$ cat config.mk
export PLATFORM = sky130hd
export DESIGN_NAME = chunked_add_seq_flat
export DESIGN_NICKNAME = d
export VERILOG_FILES = /design/src/rtl/chunked_add_seq_if.sv /design/src/rtl/chunked_add_seq.sv /design/src/flat_wrapper.sv
export SDC_FILE = /design/constraint.sdc
export NUM_CORES = 1
export LEC_CHECK = 0
export BUFFER_PORTS_ARGS = -buffer_cell sky130_fd_sc_hd__buf_4
export CAP_MARGIN = 20
export CELL_PAD_IN_SITES_DETAIL_PLACEMENT = 1
export CELL_PAD_IN_SITES_GLOBAL_PLACEMENT = 2
export CORE_MARGIN = 1.5
export CORE_UTILIZATION = 38
export DETAILED_ROUTE_END_ITERATION = 10
export GPL_TIMING_DRIVEN = 0
export PLACE_DENSITY_LB_ADDON = 0.1
export SKIP_CTS_REPAIR_TIMING = 1
export SLEW_MARGIN = 30
export SYNTH_ARGS = -nofsm -noshare
export SYNTH_HDL_FRONTEND = slang
export SYNTH_SLANG_ARGS = --single-unit
$ cat constraint.sdc
create_clock -name clk -period 3.6 [get_ports clk]
set_input_delay 0.54 -clock clk [delete_from_list [all_inputs] [get_ports clk]]
set_output_delay 0.54 -clock clk [all_outputs]
set_load 0.05 [all_outputs]
$ cat src/rtl/chunked_add_seq_if.sv
// chunked_add_seq_if
//   Requester <-> chunked adder handshake and operand/result bus.
//   Parameters SIZE/WORDS must match the attached chunked_add_seq.
//   Signals:
//     start  : request, accepted only while busy=0
//     A, B   : W-bit operands, sampled at acceptance
//     cin    : carry-in, sampled at acceptance
//     sub    : subtract request (only with CHUNKED_ADD_SUB_EN defined)
//     busy   : operation in progress
//     done   : one-cycle completion pulse
//     Sum    : result of the last completed operation
//     cout   : carry-out of the last completed operation
//   Optional feature macro: CHUNKED_ADD_SUB_EN
interface chunked_add_seq_if #(
   parameter int unsigned SIZE  = 4,
   parameter int unsigned WORDS = 4
);
   localparam int unsigned W = SIZE * WORDS;

   logic         start;
   logic [W-1:0] A;
   logic [W-1:0] B;
   logic         cin;
`ifdef CHUNKED_ADD_SUB_EN
   logic         sub;
`endif
   logic         busy;
   logic         done;
   logic [W-1:0] Sum;
   logic         cout;

`ifdef CHUNKED_ADD_SUB_EN
   modport master (output start, A, B, cin, sub, input busy, done, Sum, cout);
   modport slave  (input start, A, B, cin, sub, output busy, done, Sum, cout);
`else
   modport master (output start, A, B, cin, input busy, done, Sum, cout);
   modport slave  (input start, A, B, cin, output busy, done, Sum, cout);
`endif
endinterface

$ cat src/rtl/chunked_add_seq.sv
// chunked_add_seq
//   Multi-cycle wide adder: adds two SIZE*WORDS-bit operands by time-sharing
//   one SIZE-bit ripple slice (full-adder cells) over WORDS cycles, low chunk
//   first, carrying between chunks through a register.
//   Ports:
//     clk   : rising-edge clock
//     rst_n : asynchronous active-low reset
//     bus   : chunked_add_seq_if slave (start/A/B/cin[/sub] in,
//             busy/done/Sum/cout out)
//   Optional feature macro: CHUNKED_ADD_SUB_EN adds a sub input; sub=1
//   computes A-B (B inverted chunkwise, initial carry forced to 1, cin
//   ignored), cout=1 meaning no borrow.
module chunked_add_seq #(
   parameter int unsigned SIZE  = 4,
   parameter int unsigned WORDS = 4
) (
   input  logic              clk,
   input  logic              rst_n,
   chunked_add_seq_if.slave  bus
);
   localparam int unsigned W     = SIZE * WORDS;
   localparam int unsigned IDX_W = (WORDS > 1) ? $clog2(WORDS) : 1;
   localparam logic [IDX_W-1:0] LAST_IDX = IDX_W'(WORDS - 1);

   typedef enum logic [1:0] {IDLE, RUN, DONE} state_t;

   state_t                     state_q, state_d;
   logic [WORDS-1:0][SIZE-1:0] a_q, b_q, work_q, work_d;
   logic [IDX_W-1:0]           idx_q;
   logic                       carry_q;
   logic [W-1:0]               sum_q;
   logic                       cout_q;
   logic                       done_q;
   logic                       accept;
   logic                       last;
   logic                       sub_q;
   logic                       sub_in;
   logic [SIZE-1:0]            op_a, op_b, slice_sum;
   logic [SIZE:0]              rc;

`ifdef CHUNKED_ADD_SUB_EN
   assign sub_in = bus.sub;
`else
   assign sub_in = 1'b0;
`endif

   // Shared slice: ripple chain of full-adder cells fed by the current chunk.
   always_comb begin
      op_a      = a_q[idx_q];
      op_b      = b_q[idx_q] ^ {SIZE{sub_q}};
      rc        = '0;
      slice_sum = '0;
      rc[0]     = carry_q;
      for (int unsigned i = 0; i < SIZE; i++) begin
         slice_sum[i] = op_a[i] ^ op_b[i] ^ rc[i];
         rc[i+1]      = (op_a[i] & op_b[i]) | (rc[i] & (op_a[i] ^ op_b[i]));
      end
   end

   // Work result with the current chunk merged in, so the final chunk is
   // already present when Sum is loaded on the last RUN edge.
   always_comb begin
      work_d        = work_q;
      work_d[idx_q] = slice_sum;
   end

   always_ff @(posedge clk or negedge rst_n) begin
      if (!rst_n) state_q <= IDLE;
      else        state_q <= state_d;
   end

   always_comb begin
      state_d = state_q;
      accept  = 1'b0;
      last    = 1'b0;
      unique case (state_q)
         IDLE, DONE: begin
            if (bus.start) begin
               accept  = 1'b1;
               state_d = RUN;
            end else begin
               state_d = IDLE;
            end
         end
         RUN: begin
            if (idx_q == LAST_IDX) begin
               last    = 1'b1;
               state_d = DONE;
            end
         end
         default: state_d = IDLE;
      endcase
   end

   always_ff @(posedge clk or negedge rst_n) begin
      if (!rst_n) begin
         a_q     <= '0;
         b_q     <= '0;
         work_q  <= '0;
         idx_q   <= '0;
         carry_q <= 1'b0;
         sub_q   <= 1'b0;
         sum_q   <= '0;
         cout_q  <= 1'b0;
         done_q  <= 1'b0;
      end else begin
         done_q <= last;
         if (accept) begin
            a_q     <= bus.A;
            b_q     <= bus.B;
            work_q  <= '0;
            idx_q   <= '0;
            sub_q   <= sub_in;
            carry_q <= sub_in ? 1'b1 : bus.cin;
         end else if (state_q == RUN) begin
            work_q  <= work_d;
            carry_q <= rc[SIZE];
            if (last) begin
               sum_q  <= work_d;
               cout_q <= rc[SIZE];
            end else begin
               idx_q <= idx_q + 1'b1;
            end
         end
      end
   end

   assign bus.busy = (state_q == RUN);
   assign bus.done = done_q;
   assign bus.Sum  = sum_q;
   assign bus.cout = cout_q;
endmodule

$ cat src/flat_wrapper.sv
// flat-port wrapper written by rule: the top's interface ports become plain ports
module chunked_add_seq_flat 
#(
   parameter int unsigned SIZE  = 4,
   parameter int unsigned WORDS = 4
)
  (clk, rst_n, bus_start, bus_A, bus_B, bus_cin, bus_busy, bus_done, bus_Sum, bus_cout);
  chunked_add_seq_if #(.SIZE(SIZE), .WORDS(WORDS)) bus_i ();
  input  logic clk;
  input  logic rst_n;
  input wire logic [$bits(bus_i.start)-1:0] bus_start;
  input wire logic [$bits(bus_i.A)-1:0] bus_A;
  input wire logic [$bits(bus_i.B)-1:0] bus_B;
  input wire logic [$bits(bus_i.cin)-1:0] bus_cin;
  output wire logic [$bits(bus_i.busy)-1:0] bus_busy;
  output wire logic [$bits(bus_i.done)-1:0] bus_done;
  output wire logic [$bits(bus_i.Sum)-1:0] bus_Sum;
  output wire logic [$bits(bus_i.cout)-1:0] bus_cout;
  assign bus_i.start = bus_start;
  assign bus_i.A = bus_A;
  assign bus_i.B = bus_B;
  assign bus_i.cin = bus_cin;
  assign bus_busy = bus_i.busy;
  assign bus_done = bus_i.done;
  assign bus_Sum = bus_i.Sum;
  assign bus_cout = bus_i.cout;
  chunked_add_seq #(.SIZE(SIZE), .WORDS(WORDS)) u_core (.clk(clk), .rst_n(rst_n), .bus(bus_i));
endmodule
==> results_dict.tcl <==
set metrics [dict create \
    status "finished clean" \
    cts_num_sinks 67 \
    area_growth_syn_to_layout_pct 24.0 \
    viasPerCell 4.89 \
    grt_setup_unrepaired "no" \
    final-seq-area_um2 1680 \
    synthMuxAreaShare_pct 25.0 \
    grt_pass1_vias 2117 \
    stdcell_area_um2 3780 \
    numCtsBuffers 9 \
    synth_top_family_by_area "multiplexers" \
    hold_viol 0 \
    post-dp-hpwl_um 4490 \
    nets 328 \
    clockRootBuffer "clkbuf_8" \
    slowest_delay_ns 0.52 \
    drv_slew 0 \
    clk_latency_ns 0.35 \
    avgSynthCellArea_um2 13.9 \
    synth_compound_area_share_pct 6.94 \
    cts_tree "built" \
    drc_errors 0 \
    synthXorXnorAreaFrac_pct 0 \
    path_cells "buf_4 > mux4_2 > inv_1 > fa_1 > inv_1 > fa_1 > fa_1 > inv_1 > fa_1 > inv_1 > mux2i_1 > o21ai_0" \
    worst_slew_pin_slew_ns 0.851 \
    max_clock_freq_mhz 309 \
    grt_max_degree 68 \
    synth_nets 263 \
    coreArea_um2 7730 \
    wirelength_um 6210 \
    grt_usage_pct 16.3 \
    firstDrtPassIters 4 \
    dr_total_vias 1912 \
    clk_path_buf_depth 2 \
    synthAdderAreaFrac_pct 4.27 \
    ys_seq_elements 67 \
    synth-seq-area-share_pct 55.0 \
    fin_worst_skew_ns 0.0109 \
    min_period_over_period_pct 90.0 \
    filler_cell_count 811 \
    antenna_found_initial 0 \
    fp.dieArea_um2 8560 \
    drive_above_1_share_pct 45.3 \
    synth-warning-count 0 \
    ant_nets 0 \
    synth_cell_types 24 \
    relSlewSlack_pct 43.2 \
    dieWidth_um 92.5 \
    critPathKind "reg2reg" \
    cpMaxStageDelayCell "mux4_2" \
    grt_overflow 0 \
    grt_pass1_wl_um 10400 \
    rows 32 \
    ios 55 \
    routabilityCongestion 0.749 \
    max_cap_violations 0 \
    synth-simple-area-share_pct 3.57 \
    layout_min_cycle_time_ns 3.24 \
    postSynthCellCount 219 \
    critical_path.max_fanout 9 \
    hold_class "in2async" \
    die_h_um 92.5 \
    diodes 0 \
    routedWlPerCell_um 15.9 \
    start_util_pct 39.4 \
    critPathLaunchType "flip-flop" \
    clkSlewWorstSetupHoldPaths_ns 0.07 \
    crit_path_end_kind "flip-flop" \
    crit_required_ns 3.87 \
    cts-htree-levels 3 \
    cp_data_arrival_time_ns 3.52 \
    setup_viol 0 \
    dpl-instance-area_um2 3580 \
    multi_input_area_um2 1210 \
    drtIter0Drc 18 \
    portBuffers 54 \
    syn_area_um2 3050 \
    utilization_pct 48.9 \
    setup_tns_ns 0 \
]
-- layout by cell type (no fill, tap or decap), types with 3 or more instances in the layout --
cell       instances
ha_1               4
mux4_2             8
a32o_1             6
mux2i_1           12
nor2_1             4
buf_4             57
nand2_1           18
fa_1               4
buf_2              6
mux2i_4            3
dfrtp_1           67
buf_6              3
o21ai_0           16
o2bb2ai_1          6
clkbuf_8          13
mux2_2            35
inv_1             14
-- state kept, by name (all words and copies together), names as in the netlist --
signal and flops:
u_core.a_q 16, u_core.b_q 16, u_core.bus.Sum 16, u_core.work_q 12, u_core.idx_q 2, u_core.state_q 2, u_core.bus.cout 1, u_core.bus.done 1
u_core.carry_q 1
-- cell type report --
| cell class | count | area share (%) |
|---|---|---|
| Buffer | 16 | 2.68 |
| Clock buffer | 13 | 4.74 |
| Multi-Input combinational cell | 121 | 32.1 |
| Clock inverter | 3 | 0.530 |
| Timing Repair Buffer | 54 | 10.7 |
| Inverter | 15 | 1.49 |
| Tap cell | 102 | 3.38 |
| Sequential cell | 67 | 44.4 |
-- metrics by stage --
stage / hold WS, ns / setup WS [ns] / cells
2_1_floorplan: 0.244 / 0.666 / 219
3_3_place_gp: 0.465 / 0.363 / 375
3_5_place_dp: 0.474 / 0.347 / 375
4_1_cts: 0.333 / 0.331 / 391
5_1_grt: 0.361 / 0.121 / 391
6_report: 0.288 / 0.359 / 391
-- critical path, delay by kind of cell (launching register included) --
family          cells  cell delay [ns]
compound gates      1             0.14
flops               1             0.39
buf+inv             5             0.62
mux                 2             0.61
fa+ha+maj           4             1.43
-- cells in the mapped netlist --
cell type  instances  share of area (%)
buf_6              3                1.1
nand2b_1           1               0.21
clkbuf_1           2               0.25
nand3b_2           1               0.37
o2bb2ai_1          6                1.7
mux4_2             8                5.9
nor2b_2            1               0.29
mux2_2            35                 13
fa_1               4                2.6
inv_2              1               0.12
nor2_1             4               0.49
buf_4              3               0.74
ha_1               4                1.6
dfrtp_1           67                 55
mux2i_1           12                3.9
mux2i_4            3                2.2
buf_1              2               0.25
nand2_1           18                2.2
buf_2              6               0.99
a221o_1            1               0.33
o21ai_0           16                2.6
a22o_1             1               0.29
inv_1             14                1.7
a32o_1             6                2.0
-- metal layers --
metal / global-route usage (%) / wire, um
met5: 0 / 0
met4: 7.31 / 123
met3: 2.96 / 237
met2: 27.4 / 3130
met1: 20.3 / 2720
-- kinds of logic (layout without fill, tap and decap cells) --
group,after synthesis,after routing
DFF,67,67
muxes,58,58
buffers and inverters,31,101
AOI/OAI and AO/OA,30,30
and+or+nand+nor,25,25
adders and majority gates,8,8
-- final timing paths --
kind	slack, ns	from	cells after the start	to
worst max-delay path	0.36	u_core.idx_q[0]	12	u_core.bus.Sum[7]
worst min-delay path	0.29	rst_n	1	u_core.bus.Sum[13]
worst max register to register	0.36	u_core.idx_q[0]	12	u_core.bus.Sum[7]
worst min register to register	0.48	u_core.bus.Sum[5]	2	u_core.bus.Sum[5]
max in group asynchronous	2.74	rst_n	1	u_core.state_q[1]
min in group clk	0.42	bus_A[3]	2	u_core.a_q[3]
Power is left out: the tool's default activity adds up to more than one toggle a clock period on the data nets, which glitch-free logic cannot reach.
